--- src/rtl/matrix_mult_3x3_stream.sv ---
// Serial 3x3 signed matrix multiplier (Y = A*B) built around one pipelined MAC, with valid/ready streams.
// Define SATURATE_EN to clamp each result to the signed WIDTH range instead of wrapping.
module matrix_mult_3x3_stream #(
   parameter int WIDTH = 16
) (
   input  logic             clk,
   input  logic             rst,
   input  logic             in_valid,
   output logic             in_ready,
   input  logic [WIDTH-1:0] in_data,
   output logic             out_valid,
   input  logic             out_ready,
   output logic [WIDTH-1:0] out_data,
   output logic             out_last,
   output logic             busy
);

   localparam int PW = 2 * WIDTH;
   localparam int AW = 2 * WIDTH + 2;

   typedef enum logic [1:0] {LOAD, COMPUTE, DRAIN} state_t;

   state_t state, state_next;

   logic signed [WIDTH-1:0] opnd [0:17];
   logic signed [WIDTH-1:0] ybuf [0:8];

   logic [4:0] load_idx;
   logic [4:0] cnt;
   logic [1:0] row, col, kk;
   logic [3:0] out_idx;

   logic [4:0] a_idx, b_idx;
   logic [3:0] e_idx;
   logic signed [PW-1:0] mul_a, mul_b, prod;
   logic signed [AW-1:0] prod_ext, acc, acc_next;
   logic signed [WIDTH-1:0] result;
   logic       p_valid, p_first, p_last;
   logic [3:0] p_idx;

   always_ff @(posedge clk) begin
      if (rst) state <= LOAD;
      else     state <= state_next;
   end

   always_comb begin
      state_next = state;
      in_ready   = 1'b0;
      out_valid  = 1'b0;
      out_last   = 1'b0;
      out_data   = '0;
      busy       = 1'b0;
      case (state)
         LOAD: begin
            in_ready = 1'b1;
            if (in_valid && load_idx == 5'd17) state_next = COMPUTE;
         end
         COMPUTE: begin
            busy = 1'b1;
            if (cnt == 5'd27) state_next = DRAIN;
         end
         DRAIN: begin
            busy      = 1'b1;
            out_valid = 1'b1;
            out_data  = ybuf[out_idx];
            out_last  = (out_idx == 4'd8);
            if (out_ready && out_idx == 4'd8) state_next = LOAD;
         end
         default: state_next = LOAD;
      endcase
   end

   // Operand addressing: A is words 0..8, B is words 9..17, both row-major.
   always_comb begin
      a_idx    = 5'(row) * 5'd3 + 5'(kk);
      b_idx    = 5'd9 + 5'(kk) * 5'd3 + 5'(col);
      e_idx    = 4'(row) * 4'd3 + 4'(col);
      mul_a    = {{WIDTH{opnd[a_idx][WIDTH-1]}}, opnd[a_idx]};
      mul_b    = {{WIDTH{opnd[b_idx][WIDTH-1]}}, opnd[b_idx]};
      prod_ext = {{2{prod[PW-1]}}, prod};
      acc_next = p_first ? prod_ext : acc + prod_ext;
   end

`ifdef SATURATE_EN
   localparam logic signed [AW-1:0] SMAX = {{(AW-WIDTH+1){1'b0}}, {(WIDTH-1){1'b1}}};
   localparam logic signed [AW-1:0] SMIN = {{(AW-WIDTH+1){1'b1}}, {(WIDTH-1){1'b0}}};
   always_comb begin
      if (acc_next > SMAX)      result = SMAX[WIDTH-1:0];
      else if (acc_next < SMIN) result = SMIN[WIDTH-1:0];
      else                      result = acc_next[WIDTH-1:0];
   end
`else
   always_comb begin
      result = acc_next[WIDTH-1:0];
   end
`endif

   // The product is registered, so accumulation trails issue by one cycle; cnt==27 only retires the last term.
   always_ff @(posedge clk) begin
      if (rst) begin
         load_idx <= '0;
         cnt      <= '0;
         row      <= '0;
         col      <= '0;
         kk       <= '0;
         out_idx  <= '0;
         prod     <= '0;
         acc      <= '0;
         p_valid  <= 1'b0;
         p_first  <= 1'b0;
         p_last   <= 1'b0;
         p_idx    <= '0;
      end else begin
         if (p_valid) acc <= acc_next;
         case (state)
            LOAD: begin
               if (in_valid) load_idx <= (load_idx == 5'd17) ? 5'd0 : load_idx + 5'd1;
            end
            COMPUTE: begin
               cnt     <= (cnt == 5'd27) ? 5'd0 : cnt + 5'd1;
               p_valid <= (cnt < 5'd27);
               if (cnt < 5'd27) begin
                  prod    <= mul_a * mul_b;
                  p_first <= (kk == 2'd0);
                  p_last  <= (kk == 2'd2);
                  p_idx   <= e_idx;
                  if (kk == 2'd2) begin
                     kk <= 2'd0;
                     if (col == 2'd2) begin
                        col <= 2'd0;
                        row <= (row == 2'd2) ? 2'd0 : row + 2'd1;
                     end else begin
                        col <= col + 2'd1;
                     end
                  end else begin
                     kk <= kk + 2'd1;
                  end
               end
            end
            DRAIN: begin
               if (out_ready) out_idx <= (out_idx == 4'd8) ? 4'd0 : out_idx + 4'd1;
            end
            default: ;
         endcase
      end
   end

   always_ff @(posedge clk) begin
      if (!rst && state == LOAD && in_valid) opnd[load_idx] <= in_data;
      if (!rst && p_valid && p_last) ybuf[p_idx] <= result;
   end

endmodule

--- config.mk ---
export PLATFORM = sky130hd
export DESIGN_NAME = matrix_mult_3x3_stream
export DESIGN_NICKNAME = d
export VERILOG_FILES = /design/src/rtl/matrix_mult_3x3_stream.sv
export SDC_FILE = /design/constraint.sdc
export NUM_CORES = 1
export LEC_CHECK = 0
export ABC_AREA = 1
export CAP_MARGIN = 20
export CORE_UTILIZATION = 27
export CTS_CLUSTER_DIAMETER = 40
export DETAILED_ROUTE_END_ITERATION = 10
export PLACE_DENSITY = 0.46
export SLEW_MARGIN = 20
export SYNTH_ARGS = -nofsm -noshare
export SYNTH_HDL_FRONTEND = slang
export SYNTH_SLANG_ARGS = --single-unit
--- constraint.sdc ---
create_clock -name clk -period 7 [get_ports clk]
set_clock_uncertainty 0.05 [all_clocks]
set_input_delay 1.4 -clock clk [delete_from_list [all_inputs] [get_ports clk]]
set_output_delay 1.4 -clock clk [all_outputs]
set_load 0.01 [all_outputs]
==> key figures <==
Status
  • Status: finished with violations
  • Failing checks: setup timing

STA
  • # setup viols final: 4
  • Slew @ Worst Pin: 1.095 ns
  • F_max: 137.2 MHz
  • Max Slew Vio Count: 0
  • Period minus WS final: 7.291 ns
  • Slew headroom: 26.92%
  • Final setup margin: -0.2909 ns
  • RSZ-0062 raised after global routing: yes
  • Final worst-path cycle share: 104.2%
  • Fin. Hold Viols: 0

Yosys
  • Post-synth top flop: edfxtp_1
  • Post-Synth Adder-Cell Area: 10.72%
  • Mapped Cells: 3,035
  • Yosys top cell area share: 46.64%
  • #FFs+latches synth: 496
  • Synth area leader: edfxtp_1
  • Number of synthesized flops with an enable pin: 432
  • Average size of a mapped cell: 9.164 um2
  • Simple-gate share of the synthesized area: 24.24%
  • Synth cell types: 44
  • Synth warn: 0
  • Area of the mapped netlist: 27,810 um2
  • Synth Area in Compound Gates: 5.673%
  • Syn_nets: 3,241
  • Mux cell area share after synthesis: 0%
  • Largest family of logic cells by synthesized area: simple AND/OR/NAND/NOR gates
  • Area contributors post-synth: edfxtp_1, nand2_1, nand3_1, fa_1, dfxtp_1
  • Sequential-to-total area share from yosys stat: 51.25%
  • Post-Synth XOR/XNOR Area: 0.5668%
  • Post-synthesis async set-or-reset flop share: 0%
  • Most common cell in the netlist: nand2_1
  • Synth cell count leaders: nand2_1, nand3_1, edfxtp_1, inv_1, nor2_1

Min path
  • Worst hold path startpoint: p_last
  • Hold path depth: 2
  • Worst hold-check path type: reg -> reg
  • Worst Hold End: p_last

Critical path
  • Worst endpoint required time: 7.47 ns
  • Worst r2r dst: prod[15]
  • FF-to-FF Start: kk[1]
  • Crit end category: register
  • CP max FO: 5
  • Crit-path slowest cell: fa_2
  • CP max stage delay: 0.67 ns
  • Worst R2R Path Depth: 37
  • CP bufs+invs: 13
  • CP Class: reg -> reg
  • Delay-heaviest family, CP: adder cells
  • Worst Path Arrival: 7.76 ns
  • Cell repeated most along the worst path: fa_1
  • R2r setup slk: -0.29 ns
  • Setup crit start kind: register

Detailed routing
  • Routed WL: 90,720 um
  • Drt wl/cell: 19.07 um
  • Drt pass-1 iters: 5
  • DR vias/cell: 4.708
  • Drt first-iter violations: 1,797
  • Vias post-DR: 22,390
  • # DRC: 0
  • Antenna-violating nets left: 0

Floorplan
  • Chip width: 323.0 um
  • Core ar.: 101,900 um2
  • Initial Util: 27.30%
  • Die H: 323.0 um
  • Cell Rows: 117
  • IO Pins: 40
  • Die area: 104,300 um2

Final layout
  • Share of post-route cells with drive strength above 1: 20.77%
  • Nets: 3,521
  • P&R area growth vs syn: 29.12%
  • Non-filler cells, final: 4,757
  • Layout Utilization: 35.25%
  • Antenna cell count: 0

Clocking
  • Clk root buf: clkbuf_16
  • CTS Hold Bufs: 0
  • Clock tree buffer depth: 3
  • CTS tree: done
  • Clk_lat worst skew: 0.67 ns
  • CTS Buf Count: 89
  • Htree depth: 3
  • Total clock sinks: 496
  • Clock transition at path regs: 0.05 ns

Run
  • Max-capacitance violation count: 0

Global routing
  • Global route total overflow: 0
  • Total track usage: 17.45%
  • Initial antenna violation count: 1
  • Vias in the first global route: 21,940
  • Largest net degree at the start of global routing: 65
  • First-pass GRT wire length: 136,500 um

Placement
  • Port bufs: 39
  • Dpl cells: 4,541
  • Post-DP HPWL: 59,140 um
  • GP Congestion: 0.8809
[cells in the final DEF, fill, tap and decap left out, types with 11 or more instances in the layout]
cell	n
nand2_1	787
nand3_1	482
edfxtp_1	432
inv_1	254
buf_4	247
nor2_1	145
o21ai_0	113
clkbuf_16	91
ha_1	81
fa_1	80
a21oi_1	78
dfxtp_1	60
inv_2	49
nand2_2	41
nand3_2	39
clkdlybuf4s50_1	39
buf_12	34
nor2_2	28
o22ai_1	19
o211ai_1	18
nand2_4	18
buf_6	17
inv_6	16
ha_4	16
bufinv_16	15
clkinv_2	12
a21oi_2	12
nand4_1	11
o21bai_1	11
[cell type report]
cell class,instances,area [um2]
fillers,10460,65980
flip-flops and latches,496,14260
multi-input cells,2071,12330
repair buffers,342,3227
clock buffers,99,2296
well taps,1368,1712
inverters,315,1221
clock inverters,66,870.8
[worst reg2reg max path, delay by kind of cell (launching register included)]
kind,cells,cell delay (ns)
fa+ha+maj,10,4.64
buf+inv,13,1.02
simple gates,10,0.75
compound gates,4,0.40
flops,1,0.34
[state kept, by name, indices dropped and copies added (netlist names), named ones only]
register  count
cnt           5
opnd        288
col           2
acc          16
load_idx      5
row           2
p_idx         4
p_last        1
ybuf        144
prod         16
kk            2
p_valid       1
state         2
out_idx       4
[metrics by stage]
step | setup TNS, ns | hold WS, ns | worst slack (ns) | area [um2]
2_1_floorplan | -0.0008682 | 0.3913 | -0.0008682 | 27940
3_5_place_dp | -2.405 | 0.4082 | -0.6654 | 31490
4_1_cts | -1.225 | 0.4151 | -0.4687 | 35310
6_report | -0.7922 | 0.4126 | -0.2909 | 35910
5_1_grt | -2.240 | 0.4451 | -0.6392 | 35910
3_3_place_gp | -1.803 | 0.4019 | -0.5758 | 31480
[worst max-delay path by stage]
stage	cells past startpoint	from	slack (ns)	end
after CTS	38	kk[0]	-0.47	prod[15]
after global placement	37	kk[1]	-0.58	prod[15]
final	37	kk[1]	-0.29	prod[15]
after detailed placement	39	kk[1]	-0.67	prod[15]
after floorplan	39	kk[1]	-0.0009	prod[15]
after global routing	40	kk[1]	-0.64	prod[15]
[routing by layer]
metal | vias to the layer above | share of wire (%) | track usage, %
met1 | 10780 | 43 | 22.48
met2 | 645 | 48 | 29.15
met4 | 0 | 4.0 | 7.309
met5 | - | 0 | 0
li1 | 10790 | - | -
met3 | 185 | 4.9 | 2.548
[what timing repair did]
item,in CTS,in global routing
resized for setup,105,122
cloned,2,1
pin swaps,72,93
setup buffers,29,23
hold endpoints to repair,0,0
setup endpoints to repair,6,8
[logic make-up after synthesis]
family                     after synthesis
DFF                                    496
AOI/OAI and AO/OA                      281
buffers and inverters                  468
xor gates and xnor gates                18
adders and majority gates              186
and+or+nand+nor                       1586
Power is not shown: default switching activity piles up to over one toggle a cycle in this logic, so the estimate is an artifact.
